## src/rtl/mem_trace_pkg.sv

```systemverilog
// Shared types and constants for the memory-trace replayer: record layout,
// FSM states, and the byte-mask helper used to build request masks.
package mem_trace_pkg;

  typedef struct packed {
    logic        store;
    logic [2:0]  size_log2;
    logic [11:0] delay;
    logic [47:0] addr;
  } trace_rec_t;

  localparam logic [63:0] END_MARKER = 64'hFFFF_FFFF_FFFF_FFFF;
  localparam logic [2:0]  SIZE_MAX   = 3'd3;
  localparam logic [31:0] STORE_XOR  = 32'hA5A5_A5A5;

  typedef enum logic [1:0] {IDLE, WAIT, ISSUE, DONE} state_e;

  // Bytes touched by a 2^size access at byte offset off, clipped to the 8-byte word.
  function automatic logic [7:0] byte_mask(input logic [1:0] size, input logic [2:0] off);
    logic [15:0] m;
    m = (16'd1 << (5'd1 << size)) - 16'd1;
    m = m << off;
    return m[7:0];
  endfunction

endpackage

```

## src/rtl/mem_trace_fifo.sv

```systemverilog
// Synchronous power-of-two FIFO buffering trace records ahead of the replay FSM.
// Caller guarantees no push when full and no pop when empty.
module mem_trace_fifo #(
  parameter int DEPTH = 4,
  parameter int W     = 64
) (
  input  logic         clock,
  input  logic         reset,
  input  logic         push,
  input  logic         pop,
  input  logic [W-1:0] wdata,
  output logic [W-1:0] rdata,
  output logic         full,
  output logic         empty
);
  localparam int AW = $clog2(DEPTH);

  logic [DEPTH-1:0][W-1:0] mem_q;
  logic [AW-1:0]           wr_ptr_q, wr_ptr_d, rd_ptr_q, rd_ptr_d;
  logic [AW:0]             cnt_q, cnt_d;

  always_comb begin
    wr_ptr_d = wr_ptr_q + AW'(push);
    rd_ptr_d = rd_ptr_q + AW'(pop);
    cnt_d    = cnt_q + (AW+1)'(push) - (AW+1)'(pop);
  end

  always_ff @(posedge clock or negedge reset) begin
    if (!reset) begin
      mem_q    <= '0;
      wr_ptr_q <= '0;
      rd_ptr_q <= '0;
      cnt_q    <= '0;
    end else begin
      if (push) mem_q[wr_ptr_q] <= wdata;
      wr_ptr_q <= wr_ptr_d;
      rd_ptr_q <= rd_ptr_d;
      cnt_q    <= cnt_d;
    end
  end

  assign rdata = mem_q[rd_ptr_q];
  assign full  = (cnt_q == (AW+1)'(DEPTH));
  assign empty = (cnt_q == '0);

endmodule

```

## src/rtl/mem_trace_replayer.sv

```systemverilog
// Replays 64-bit trace records as timed load/store requests with an outstanding cap.
// Optional counters enabled by defining MEM_TRACE_REPLAYER_STATS_EN.
module mem_trace_replayer
  import mem_trace_pkg::*;
#(
  parameter int FIFO_DEPTH   = 4,
  parameter int MAX_INFLIGHT = 8,
  parameter int ADDR_W       = 48,
  parameter int DATA_W       = 64
) (
  input  logic                clock,
  input  logic                reset,
  input  logic                trace_valid,
  output logic                trace_ready,
  input  logic [63:0]         trace_bits,
  output logic                req_valid,
  input  logic                req_ready,
  output logic                req_store,
  output logic [2:0]          req_size,
  output logic [ADDR_W-1:0]   req_addr,
  output logic [DATA_W-1:0]   req_data,
  output logic [DATA_W/8-1:0] req_mask,
  input  logic                resp_valid,
  output logic [7:0]          inflight,
  output logic                done,
  output logic                err
`ifdef MEM_TRACE_REPLAYER_STATS_EN
  ,
  output logic [31:0]         stat_reqs,
  output logic [31:0]         stat_stall,
  output logic [31:0]         stat_cycles
`endif
);
  logic        push, pop, full, empty, hs, rsp;
  logic [63:0] fifo_rdata;
  logic [3:0]  align;
  trace_rec_t  rec, cur_q, cur_d;
  state_e      state_q, state_d;
  logic [7:0]  inflight_q, inflight_d;
  logic        err_q, err_d;

  mem_trace_fifo #(.DEPTH(FIFO_DEPTH), .W(64)) u_fifo (
    .clock(clock), .reset(reset), .push(push), .pop(pop),
    .wdata(trace_bits), .rdata(fifo_rdata), .full(full), .empty(empty)
  );

  assign rec         = trace_rec_t'(fifo_rdata);
  assign trace_ready = reset && !full && (state_q != DONE);
  assign push        = trace_valid && trace_ready;
  assign pop         = (state_q == IDLE) && !empty;
  assign hs          = req_valid && req_ready;
  assign rsp         = resp_valid && (inflight_q != 8'd0);

  // cur_q.delay doubles as the countdown once the record is latched.
  always_comb begin
    state_d    = state_q;
    cur_d      = cur_q;
    err_d      = err_q;
    align      = 4'd0;
    inflight_d = inflight_q + 8'(hs) - 8'(rsp);
    if (resp_valid && inflight_q == 8'd0) err_d = 1'b1;
    case (state_q)
      IDLE: if (!empty) begin
        if (fifo_rdata == END_MARKER) begin
          state_d = DONE;
        end else begin
          cur_d   = rec;
          state_d = WAIT;
          if (rec.size_log2 > SIZE_MAX) begin
            cur_d.size_log2 = SIZE_MAX;
            err_d           = 1'b1;
          end
          align = (4'd1 << cur_d.size_log2) - 4'd1;
          if (({1'b0, rec.addr[2:0]} & align) != 4'd0) err_d = 1'b1;
        end
      end
      WAIT: begin
        if (cur_q.delay != 12'd0) cur_d.delay = cur_q.delay - 12'd1;
        else if (inflight_q < 8'(MAX_INFLIGHT)) state_d = ISSUE;
      end
      ISSUE: if (req_ready) state_d = IDLE;
      default: ;
    endcase
  end

  always_ff @(posedge clock or negedge reset) begin
    if (!reset) begin
      state_q    <= IDLE;
      cur_q      <= '0;
      inflight_q <= '0;
      err_q      <= 1'b0;
    end else begin
      state_q    <= state_d;
      cur_q      <= cur_d;
      inflight_q <= inflight_d;
      err_q      <= err_d;
    end
  end

  assign req_valid = (state_q == ISSUE);
  assign req_store = cur_q.store;
  assign req_size  = cur_q.size_log2;
  assign req_addr  = cur_q.addr[ADDR_W-1:0];
  assign req_data  = cur_q.store ? DATA_W'({2{cur_q.addr[31:0] ^ STORE_XOR}}) : '0;
  assign req_mask  = (DATA_W/8)'(byte_mask(cur_q.size_log2[1:0], cur_q.addr[2:0]));
  assign inflight  = inflight_q;
  assign done      = (state_q == DONE) && (inflight_q == 8'd0);
  assign err       = err_q;

`ifdef MEM_TRACE_REPLAYER_STATS_EN
  logic [31:0] reqs_q, reqs_d, stall_q, stall_d, cyc_q, cyc_d;
  logic        stall;

  assign stall = (state_q == ISSUE && !req_ready) ||
                 (state_q == WAIT && cur_q.delay == 12'd0 && inflight_q >= 8'(MAX_INFLIGHT));

  always_comb begin
    reqs_d  = (hs && reqs_q != '1) ? reqs_q + 32'd1 : reqs_q;
    stall_d = (stall && stall_q != '1) ? stall_q + 32'd1 : stall_q;
    cyc_d   = (!done && cyc_q != '1) ? cyc_q + 32'd1 : cyc_q;
  end

  always_ff @(posedge clock or negedge reset) begin
    if (!reset) begin
      reqs_q  <= '0;
      stall_q <= '0;
      cyc_q   <= '0;
    end else begin
      reqs_q  <= reqs_d;
      stall_q <= stall_d;
      cyc_q   <= cyc_d;
    end
  end

  assign stat_reqs   = reqs_q;
  assign stat_stall  = stall_q;
  assign stat_cycles = cyc_q;
`endif

endmodule

```

## config.mk

```make
export PLATFORM = sky130hd
export DESIGN_NAME = mem_trace_replayer
export DESIGN_NICKNAME = d
export VERILOG_FILES = /design/src/rtl/mem_trace_pkg.sv /design/src/rtl/mem_trace_fifo.sv /design/src/rtl/mem_trace_replayer.sv
export SDC_FILE = /design/constraint.sdc
export NUM_CORES = 1
export LEC_CHECK = 0
export ABC_AREA = 1
export CAP_MARGIN = 20
export CORE_ASPECT_RATIO = 0.75
export CORE_MARGIN = 5
export CORE_UTILIZATION = 55
export CTS_BUF_LIST = sky130_fd_sc_hd__clkbuf_8
export DETAILED_ROUTE_END_ITERATION = 10
export PLACE_DENSITY = 0.81
export SLEW_MARGIN = 40
export SYNTH_ARGS = -nofsm -noshare
export SYNTH_HDL_FRONTEND = slang
export SYNTH_HIERARCHICAL = 1
export SYNTH_SLANG_ARGS = --single-unit
```

## constraint.sdc

```tcl
create_clock -name clock -period 4.7 [get_ports clock]
set_input_delay 1.175 -clock clock [delete_from_list [all_inputs] [get_ports clock]]
set_output_delay 1.175 -clock clock [all_outputs]
set_load 0.01 [all_outputs]
```

==> results of run 1 <==
critical path, cell delays in order, from the launching register on:
cell                              delay [ns]
sky130_fd_sc_hd__dfrtp_1                0.74
sky130_fd_sc_hd__clkinv_1               0.86
sky130_fd_sc_hd__nor2_1                 0.38
sky130_fd_sc_hd__clkdlybuf4s50_1        0.62
cells in the final DEF (no fill, tap or decap), types with 6 or more instances in the layout:
cell	count
sky130_fd_sc_hd__clkdlybuf4s50_1	203
sky130_fd_sc_hd__ha_1	22
sky130_fd_sc_hd__buf_6	6
sky130_fd_sc_hd__buf_4	15
sky130_fd_sc_hd__xor2_1	9
sky130_fd_sc_hd__nor2_1	63
sky130_fd_sc_hd__buf_12	6
sky130_fd_sc_hd__clkinv_2	6
sky130_fd_sc_hd__o21ai_1	64
sky130_fd_sc_hd__nand3_1	215
sky130_fd_sc_hd__nand2_1	1064
sky130_fd_sc_hd__o21ai_0	16
sky130_fd_sc_hd__dfrtp_1	334
sky130_fd_sc_hd__inv_1	412
sky130_fd_sc_hd__clkbuf_8	69
sky130_fd_sc_hd__nand4_1	131
sky130_fd_sc_hd__a21oi_1	8
cell families after synthesis:
group,Yosys count,share of synthesized area
and+or+nand+nor,1491,0.336
buffers and inverters,629,0.158
DFF,338,0.455
AOI/OAI and AO/OA,100,0.0288
adders and majority gates,24,0.0170
xor gates and xnor gates,11,0.00518
state kept, by name (all words and copies together) (netlist names):
name,count
req_size,3
req_store,1
err,1
inflight,8
req_addr,48
u_fifo/mem_q,256
u_fifo/wr_ptr_q,2
cur_q,12
u_fifo/rd_ptr_q,2
u_fifo/cnt_q,3
state_q,2
area by class of cell:
class | instances | area (µm²)
clock buffer | 68 | 936
inverter | 395 | 1480
clock inverter | 30 | 149
sequential | 338 | 8470
multi-input combinational | 1626 | 7220
timing repair buffer | 233 | 2390
tap | 450 | 563
fill | 2865 | 12200
antenna | 2 | 5.00
final timing paths:
path,from,endpoint,slack (ns),depth (start not counted)
max,req_store$_DFFE_PN0P_,req_data[10],0.31,3
min in group clock,req_addr[33]$_DFFE_PN0P_,req_addr[33]$_DFFE_PN0P_,0.47,2
min,reset,inflight[6]$_DFF_PN0_,0.43,1
max in group asynchronous,reset,u_fifo/mem_q[251]$_DFFE_PN0P_,2.41,4
min reg2reg,req_addr[33]$_DFFE_PN0P_,req_addr[33]$_DFFE_PN0P_,0.47,2
max reg2reg,u_fifo/rd_ptr_q[0]$_DFF_PN0_,req_addr[27]$_DFFE_PN0P_,0.95,17
layer usage:
layer / track usage / share of wire / vias to the layer above / wire, µm
met2: 0.435 / 0.47 / 717 / 23600
met1: 0.370 / 0.42 / 7729 / 21200
met4: 0.0876 / 0.024 / 4 / 1230
li1: - / - / 7973 / -
met5: 0 / 0.00054 / - / 27
met3: 0.0455 / 0.086 / 98 / 4350
synthesized netlist by cell type, drive strengths merged (2+ instances only):
cell / number
nor3: 4
o21ai: 84
dfrtp: 338
xnor2: 2
nor2: 67
nand3b: 3
nand4: 131
buf: 221
fa: 2
nand2: 1065
clkbuf: 13
inv: 394
a21oi: 8
o211ai: 3
xor2: 9
nand3: 218
ha: 22
metrics by stage:
step                cell area, µm²  std cells  total power [mW]   util
global placement             20000       3040              3.61  0.599
floorplan                    18600       2593              3.34      -
detailed placement           20100       3040              3.64  0.600
global route                 21200       3142              6.38  0.634
CTS                          21100       3138              6.15  0.632
finish                       21200       3142              6.11  0.634
power by group through the flow:
stage / combinational [mW] / sequential [mW] / clock [mW]
floorplan: 0.290 / 3.05 / 0
global placement: 0.570 / 3.04 / 0
detailed placement: 0.603 / 3.04 / 0
CTS: 0.601 / 2.99 / 2.56
global route: 0.683 / 2.99 / 2.70
finish: 0.599 / 2.99 / 2.52
==> metrics, run 1 <==
die width=222 µm; number of vias after detailed routing=16521; measured slew at the worst slew-check pin=0.896 ns; fraction of power consumed by the clock network=0.413; vias per inst=5.26; buffer cell driving the clock tree root=sky130_fd_sc_hd__clkbuf_8; synthesized flop and latch total=338; area growth from synthesis to layout=14.1%; largest area contributor in the synthesized netlist=sky130_fd_sc_hd__dfrtp_1; maximum achievable frequency=228 MHz; y dimension of the die=169 µm; number of buffers inserted by port buffering=204; Post-Syn Instances=2593; total power divided by cell area=288 nW/µm²; H-tree Lvls=2; final hold slack=0.426 ns; Floorplan Core Area=33500 µm²; GRT overflow=0; required time reported for the critical path endpoint=3.52 ns; Critical Path Source Type=register; final number of setup-violating endpoints=0; number of max-cap violations=0; outcome=finished clean; global placer's final weighted congestion=0.852; dominant cells by area after synthesis=sky130_fd_sc_hd__dfrtp_1 46%, sky130_fd_sc_hd__nand2_1 21%, sky130_fd_sc_hd__inv_1 7.9%; syn_nets=2686; static leakage power=11.5 nW; fin crit share=0.934; fraction of registers with async set/reset=1.00; type of destination of the critical path=output port; worst endpoint data arrival time=3.21 ns; Int Pwr=4.57 mW; total count of hold-check failures in the final report=0; post_cts resized=0; min-delay worst type=in -> async; slack of the critical path=0.310 ns; clock tree sinks=338; Final min period=4.39 ns; half-perimeter wire length after placement=30400 µm; global-route wire length before repair=83500 µm; maximum number of pins on one net before global-route repair=158; Switch Pwr=1.55 mW; number of antenna violations at the first check in global routing=4; clock skew=0.0142 ns; CTS Buffer Depth=3; cts hold-fix bufs=0; number of placement rows=58; Residual DRC=0; average instance area after synthesis=7.17 µm²; I/O pin total=205; share of post-route cells with drive strength above 1=0.0476; total routing resource utilization after global routing=0.267; total count of max-transition violations in the final report=0; cell area after synthesis=18600 µm²; area of the die=37600 µm²; latest clock arrival within the worst-skew pair=0.60 ns; number of setup buffers added after CTS=0; accumulated negative setup slack=0 ns; initial core utilization=0.556; portion of total power attributed to sequential cells=0.489; number of buffers created by CTS=54; synthesis warning total=6; largest vdd supply drop=0.000189 V; part of the Yosys area used for sequential elements=0.455; setup slack at placement=0.913 ns; flip-flop cell with the highest count after synthesis=sky130_fd_sc_hd__dfrtp_1; DRC violation total after the first TritonRoute iteration=1701; number of nets in the final layout=2741; total wire length after detailed routing=50300 µm; RSZ-0062 raised after global routing=false; clock transition at the register clock pins on the worst setup and hold paths after CTS=0.06 ns; Comb power frac=0.098; remaining antenna violation count=0; number of unique standard cell types used by synthesis=35; number of synthesized flops with an enable pin=0; type of the worst setup path=reg -> out; count of TritonRoute iterations in the first routing pass=6; normalized max-slew margin=0.403; maximum fanout along the worst path=18; Yosys top cell area share=0.455; vias in the first global route=15950; average routed wire per standard cell=16.0 µm; Sw Ratio=0.253; clock tree from TritonCTS=yes
Power figures use the tool's default switching activity.
==> run 2, diff against run 1 <==
SKIP_CTS_REPAIR_TIMING = 1   (was unset)
==> results of run 2 <==
No change in the layout: final DEF, timing and power equal those of run 1.
